[config.mk]
export PLATFORM = sky130hd
export DESIGN_NAME = proc_control_fsm_flat
export DESIGN_NICKNAME = d
export VERILOG_FILES = /design/src/rtl/proc_pkg.sv /design/src/rtl/proc_control_fsm_if.sv /design/src/rtl/proc_control_fsm_dec3to8.sv /design/src/rtl/proc_control_fsm.sv /design/src/flat_wrapper.sv
export SDC_FILE = /design/constraint.sdc
export NUM_CORES = 1
export LEC_CHECK = 0
export ABC_AREA = 0
export BUFFER_PORTS_ARGS = -buffer_cell sky130_fd_sc_hd__buf_2
export CAP_MARGIN = 20
export CORE_AREA = 2 2 42 44
export DETAILED_ROUTE_END_ITERATION = 10
export DIE_AREA = 0 0 44 46
export PLACE_DENSITY = 0.89
export SETUP_SLACK_MARGIN = 0.02
export SLEW_MARGIN = 20
export SYNTH_ARGS = -nofsm -noshare
export SYNTH_HDL_FRONTEND = slang
export SYNTH_SLANG_ARGS = --single-unit
[constraint.sdc]
create_clock -name clk -period 3.1 [get_ports clk]
set_clock_uncertainty 0.2 [all_clocks]
set_input_delay 0.62 -clock clk [delete_from_list [all_inputs] [get_ports clk]]
set_output_delay 0.62 -clock clk [all_outputs]
set_load 0.02 [all_outputs]
[src/rtl/proc_pkg.sv]
// proc_pkg: shared constants, step encodings and IR field positions for the 9-bit processor
package proc_pkg;
  localparam int WIDTH = 9;
  localparam int NREG = 8;
  localparam logic [2:0] OP_MV = 3'b000;
  localparam logic [2:0] OP_MVI = 3'b001;
  localparam logic [2:0] OP_ADD = 3'b010;
  localparam logic [2:0] OP_SUB = 3'b011;
  localparam int OP_HI = 8;
  localparam int OP_LO = 6;
  localparam int X_HI = 5;
  localparam int X_LO = 3;
  localparam int Y_HI = 2;
  localparam int Y_LO = 0;
  typedef enum logic [1:0] {T0 = 2'd0, T1 = 2'd1, T2 = 2'd2, T3 = 2'd3} step_t;
endpackage

[src/rtl/proc_control_fsm_if.sv]
// proc_control_fsm_if: run/instruction inputs and bus-select/load-enable outputs of the control unit
interface proc_control_fsm_if;
  import proc_pkg::*;
  logic run;
  logic [WIDTH-1:0] din;
  logic [NREG-1:0] rin;
  logic [NREG-1:0] srout;
  logic ain;
  logic gload;
  logic addsub;
  logic sgout;
  logic sdout;
  logic done;
  modport master(input run, din, output rin, srout, ain, gload, addsub, sgout, sdout, done);
  modport slave(output run, din, input rin, srout, ain, gload, addsub, sgout, sdout, done);
endinterface

[src/rtl/proc_control_fsm_dec3to8.sv]
// dec3to8: 3-bit index to 8-bit one-hot decoder
module dec3to8 (
  input  logic [2:0] sel,
  output logic [7:0] y
);
  assign y = 8'd1 << sel;
endmodule

[src/rtl/proc_control_fsm.sv]
// proc_control_fsm: multicycle control unit; fetches an instruction on run and sequences 1-3 execute steps
module proc_control_fsm
  import proc_pkg::*;
(
  input logic clk,
  input logic rst,
  proc_control_fsm_if.master bus
);
  step_t step, step_nx;
  logic [WIDTH-1:0] ir;
  logic [2:0] op;
  logic [NREG-1:0] x_hot, y_hot;
  assign op = ir[OP_HI:OP_LO];
  dec3to8 u_dec_x (.sel(ir[X_HI:X_LO]), .y(x_hot));
  dec3to8 u_dec_y (.sel(ir[Y_HI:Y_LO]), .y(y_hot));
  always_ff @(posedge clk or posedge rst) begin
    if (rst) begin
      step <= T0;
      ir <= '0;
    end else begin
      step <= step_nx;
      if (step == T0 && bus.run) ir <= bus.din;
    end
  end
  always_comb begin
    step_nx = step;
    bus.rin = '0;
    bus.srout = '0;
    bus.ain = 1'b0;
    bus.gload = 1'b0;
    bus.addsub = 1'b0;
    bus.sgout = 1'b0;
    bus.sdout = 1'b0;
    bus.done = 1'b0;
    case (step)
      T0: step_nx = bus.run ? T1 : T0;
      T1: begin
        step_nx = T0;
        case (op)
          OP_MV: begin
            bus.srout = y_hot;
            bus.rin = x_hot;
            bus.done = 1'b1;
          end
          OP_MVI: begin
            bus.sdout = 1'b1;
            bus.rin = x_hot;
            bus.done = 1'b1;
          end
          OP_ADD, OP_SUB: begin
            bus.srout = x_hot;
            bus.ain = 1'b1;
            step_nx = T2;
          end
          default: bus.done = 1'b1;
        endcase
      end
      T2: begin
        bus.srout = y_hot;
        bus.gload = 1'b1;
        bus.addsub = op == OP_SUB;
        step_nx = T3;
      end
      default: begin
        bus.sgout = 1'b1;
        bus.rin = x_hot;
        bus.done = 1'b1;
        step_nx = T0;
      end
    endcase
  end
endmodule

[src/flat_wrapper.sv]
// flat-port wrapper written by rule: the top's interface ports become plain ports
module proc_control_fsm_flat import proc_pkg::*;
  (clk, rst, bus_run, bus_din, bus_rin, bus_srout, bus_ain, bus_gload, bus_addsub, bus_sgout, bus_sdout, bus_done);
  proc_control_fsm_if bus_i ();
  input logic clk;
  input logic rst;
  input wire logic [$bits(bus_i.run)-1:0] bus_run;
  input wire logic [$bits(bus_i.din)-1:0] bus_din;
  output wire logic [$bits(bus_i.rin)-1:0] bus_rin;
  output wire logic [$bits(bus_i.srout)-1:0] bus_srout;
  output wire logic [$bits(bus_i.ain)-1:0] bus_ain;
  output wire logic [$bits(bus_i.gload)-1:0] bus_gload;
  output wire logic [$bits(bus_i.addsub)-1:0] bus_addsub;
  output wire logic [$bits(bus_i.sgout)-1:0] bus_sgout;
  output wire logic [$bits(bus_i.sdout)-1:0] bus_sdout;
  output wire logic [$bits(bus_i.done)-1:0] bus_done;
  assign bus_i.run = bus_run;
  assign bus_i.din = bus_din;
  assign bus_rin = bus_i.rin;
  assign bus_srout = bus_i.srout;
  assign bus_ain = bus_i.ain;
  assign bus_gload = bus_i.gload;
  assign bus_addsub = bus_i.addsub;
  assign bus_sgout = bus_i.sgout;
  assign bus_sdout = bus_i.sdout;
  assign bus_done = bus_i.done;
  proc_control_fsm u_core (.clk(clk), .rst(rst), .bus(bus_i));
endmodule
Yosys cells after proc, flatten, opt, wreduce, memory -nomap -nowiden
Index checks and enable logic that the tools add are counted.
Widths: inputs -> output; s select.
Cells by class
  multiplexer cells: 16
  shift operators: 2
  equality and inequality tests: 5
  reduce and logical (&&, ||, !) cells: 7
Operators with widths (number)
  $pmux 8 s2: 3
  $shl 1x3->8 const A: 2
  $mux 1: 9
  $mux 8: 1
  $eq 3x2->1 const B: 2
  $pmux 2 s3: 1
  $reduce_or 2->1: 3
  $eq 3x1->1 const B: 1
  $logic_not 3->1: 1
  $reduce_or 3->1: 1
  $eq 2x1->1 const B: 1
  $eq 2x2->1 const B: 1
  $logic_not 2->1: 1
  $mux 2: 1
  $pmux 1 s2: 1
  $logic_and 1x1->1: 1
Word-level totals
  output and inout bits: 22
  register bits: 11
  word-level logic and storage cells: 32

Depth between registers and ports, before layout
  depth after elaboration: 4
  gate-level depth with buffers: 5

Cells and area by module
Synthesis repeated with hierarchy kept, for this count alone.
Second synthesis, totals
  cell total of the unflattened synthesis: 76
  area, all modules: 799.5 sq um
Modules (own cells, without submodules)
  proc_control_fsm: cells each 60, area each 669.4 sq um, times used 1
  dec3to8: cells each 8, area each 65.1 sq um, times used 2

Worst setup path after synthesis
Ideal clock, no wire load.
  path type: flip-flop to output port
  start point: register u_core.step[1]
  end point: output bus_srout[2]
  setup slack: 648 ps
  data arrival time: 1632 ps
  required time: 2280 ps
  cell stages (with the launch flop): 6
  path buffers: 0
  cells stage by stage: dfrtp_1 inv_1 ha_1 nor4b_4 nor2_2 o32ai_1
On the way
  longest elaborated chain between the ends: 2
  elaborated cells between the ends (all ways): 3
  classes of those cells: eq/ne (2); mux (1)
RTL lines
  start, declared: RTL line proc_control_fsm.sv:9  | step_t step, step_nx;
  start signal, assigned: RTL line proc_control_fsm.sv:21  | step <= step_nx;
  $eq 2x2->1 or $eq 2x1->1 (tied branches): RTL line proc_control_fsm.sv:35  | case (step)
  $pmux 8 s2 (*): RTL line proc_control_fsm.sv:35
  end, declared: RTL line flat_wrapper.sv:10  | output wire logic [$bits(bus_i.srout)-1:0] bus_srout;
Every way passes the cells marked *; elsewhere a longest branch is shown, timed or not.

Final worst setup path
  start point: register u_core.step[1]
  end point: output bus_srout[0]
Same word-level chain as after synthesis.

==> summary.txt <==
Layout
  – Area delta synth->final: 29.77%
  – Commonest non-fill, non-tap cell in the layout: buf_2
  – Antenna fix cells: 0
  – Filler cell count: 140
  – # nets final: 124
  – Most frequent cells in the layout: buf_2, dfrtp_1, mux2_2, nor2_1, inv_1
  – Share of cells above drive strength 1: 46.73%

Floorplanning
  – Site Rows: 15
  – Die W: 44 µm
  – IO Pins: 34
  – Die H: 46 µm
  – Initial Util: 44.26%
  – Die Area: 2024 µm²
  – CORE AREA: 1614 µm²

Setup path
  – Slack of the worst reg-to-reg path: 1.38 ns
  – Crit path capture type: output port
  – RR Startpoint: u_core.step[0]
  – Worst-path fanout max: 6
  – Worst R2R End: u_core.ir[6]
  – Crit path kind: reg -> out
  – WP data required: 2.28 ns
  – Crit path from: u_core.step[1]
  – Worst Reg-to-Reg Cells: 4
  – Crit path launch type: flip-flop
  – Crit path DAT: 1.95 ns
  – CP endpoint: bus_srout[0]

Route
  – Post-Route WL: 1609 µm
  – Via/cell ratio: 5.452
  – DRT antenna net count: 0
  – Vias: 676
  – Post-route DRC violation count: 0
  – DRT Pass-1 Iters: 4
  – Initial DRC Count: 4
  – WL per Instance: 12.98 µm

Clock network
  – H-tree Lvls: 1
  – Clk slew on worst S/H paths: 0.06 ns
  – CTS root buf: clkbuf_4
  – CTS tree: yes
  – Setup Fix Bufs, Post-CTS: 0
  – CTS resizes: 0
  – Clock Latency Late Sink: 0.26 ns
  – Hold_buf cts: 0
  – CTS buffer count: 3
  – CTS sink count: 11
  – Clock Tree Buf Depth: 2

Min path
  – Worst Hold Class: in -> async

Timing
  – RSZ-0062 raised after global routing: false
  – Relative slew slack: 71.21%
  – Setup TNS: 0 ns
  – Final Worst Setup Slack: 0.3330 ns
  – Final Max Slew Viols: 0
  – # setup viols final: 0
  – Final Hold Fails: 0
  – Final min period: 2.767 ns
  – Worst slew pin tran: 0.4274 ns
  – Final period util: 89.26%
  – Fmax: 361.4 MHz

Run
  – Max Cap Violations: 0

Placed design
  – Setup WS pre-CTS: 0.6143 ns
  – HPWL Detailed: 1366 µm
  – GP Congestion: 0.8087
  – Port bufs: 33

Global routing
  – Initial antenna violation count: 0
  – First-pass GRT wire length: 2725 µm
  – Vias in the first global route: 672
  – Grt total ovfl: 0
  – Gr usage total: 18.55%
  – Largest net degree at the start of global routing: 12

Power and ir drop
  – Maximum vdd ir drop: 0.3458 mV
  – Pwr Total: 799.9 µW
  – Power per cell area: 862.7 nW/µm²
  – Static Leak: 0.4720 nW

Run status
  – Status: finished, final reports clean

Synthesis
  – Syn_area_per_cell: 10.21 µm²
  – Post-Syn Instances: 70
  – Post-Synthesis Cell Area: 714.4 µm²
  – Distinct cells, synth: 24
  – Synth Warn #: 0
  – Mapped Nets: 86
  – Yosys reg bits: 11
  – Seq/Total Area, Yosys: 38.53%
metal layers:
metal	track usage, %	routed length, µm	vias to the layer above
li1	-	-	328
met1	18.77	635	312
met2	35.88	855	34
met3	1.190	97	2
met4	12.73	21	0
met5	0	0	-
kinds of logic after synthesis:
| group | share of synthesized area (%) |
|---|---|
| adders and majority gates | 7.006 |
| and+or+nand+nor | 23.29 |
| AOI/OAI and AO/OA | 14.36 |
| muxes | 14.19 |
| buffers and inverters | 2.627 |
| DFF | 38.53 |
stage by stage:
stage	cells	utilization (%)	area, µm²	hold WS [ns]
finish	124	57.44	927.1	0.1409
global route	124	57.44	927.1	0.1680
CTS	124	57.44	927.1	0.1489
detailed placement	120	55.81	900.9	0.3588
global placement	120	55.81	900.9	0.3450
floorplan	70	-	714.4	0.2724
report_power, final:
group          leakage (nW)  total (mW)  switching [mW]  internal, mW
combinational         0.326       0.402           0.225         0.178
sequential            0.131       0.307          0.0929         0.214
clock                0.0150      0.0909          0.0413        0.0496
total                 0.472       0.800           0.359         0.441
registers in the layout (all words and copies together), names as in the netlist:
| name | cells |
|---|---|
| u_core.ir | 9 |
| u_core.step | 2 |
layout make-up:
class	instances	area, µm²	share of cell area, %
timing repair buffer	33	165.2	17.81
multi-input combinational	54	420.4	45.34
clock buffer	4	26.28	2.834
inverter	5	18.77	2.024
tap	17	21.27	2.294
sequential	11	275.3	29.69
critical path, cell delays in order, from the launching register on:
cell	delay, ns
dfrtp_1	0.42
inv_1	0.08
ha_1	0.38
or3b_1	0.42
o32ai_2	0.20
buf_2	0.20
how the worst min path moves through the flow:
stage | start | to | slack, ns | cells past startpoint
global placement | u_core.ir[4] | u_core.ir[4] | 0.35 | 1
detailed placement | u_core.ir[3] | u_core.ir[3] | 0.36 | 1
finish | rst | u_core.step[0] | 0.14 | 2
global route | rst | u_core.step[0] | 0.17 | 2
CTS | rst | u_core.step[0] | 0.15 | 2
floorplan | rst | u_core.ir[0] | 0.27 | 1
synth_stat cells:
| cell | n | area [µm²] |
|---|---|---|
| ha_1 | 4 | 50.05 |
| and2b_2 | 1 | 8.760 |
| and3_1 | 1 | 6.260 |
| o22ai_1 | 4 | 25.02 |
| nand2_1 | 4 | 15.01 |
| nand4b_1 | 1 | 8.760 |
| and2_1 | 1 | 6.260 |
| nand3_1 | 1 | 5.000 |
| nor3b_1 | 1 | 7.510 |
| nand3b_1 | 2 | 15.01 |
| nor4b_4 | 1 | 23.77 |
| or2_2 | 1 | 6.260 |
| nand4_1 | 1 | 6.260 |
| nor2_2 | 1 | 6.260 |
| mux2_2 | 9 | 101.4 |
| o21ai_0 | 4 | 20.02 |
| dfrtp_1 | 11 | 275.3 |
| o21bai_1 | 2 | 15.01 |
| or3b_1 | 1 | 8.760 |
| nand2b_1 | 2 | 12.51 |
| o32ai_1 | 3 | 26.28 |
| inv_1 | 5 | 18.77 |
| nor2_1 | 8 | 30.03 |
| o32ai_2 | 1 | 16.27 |
No activity file was read; power rests on OpenSTA's default activity.
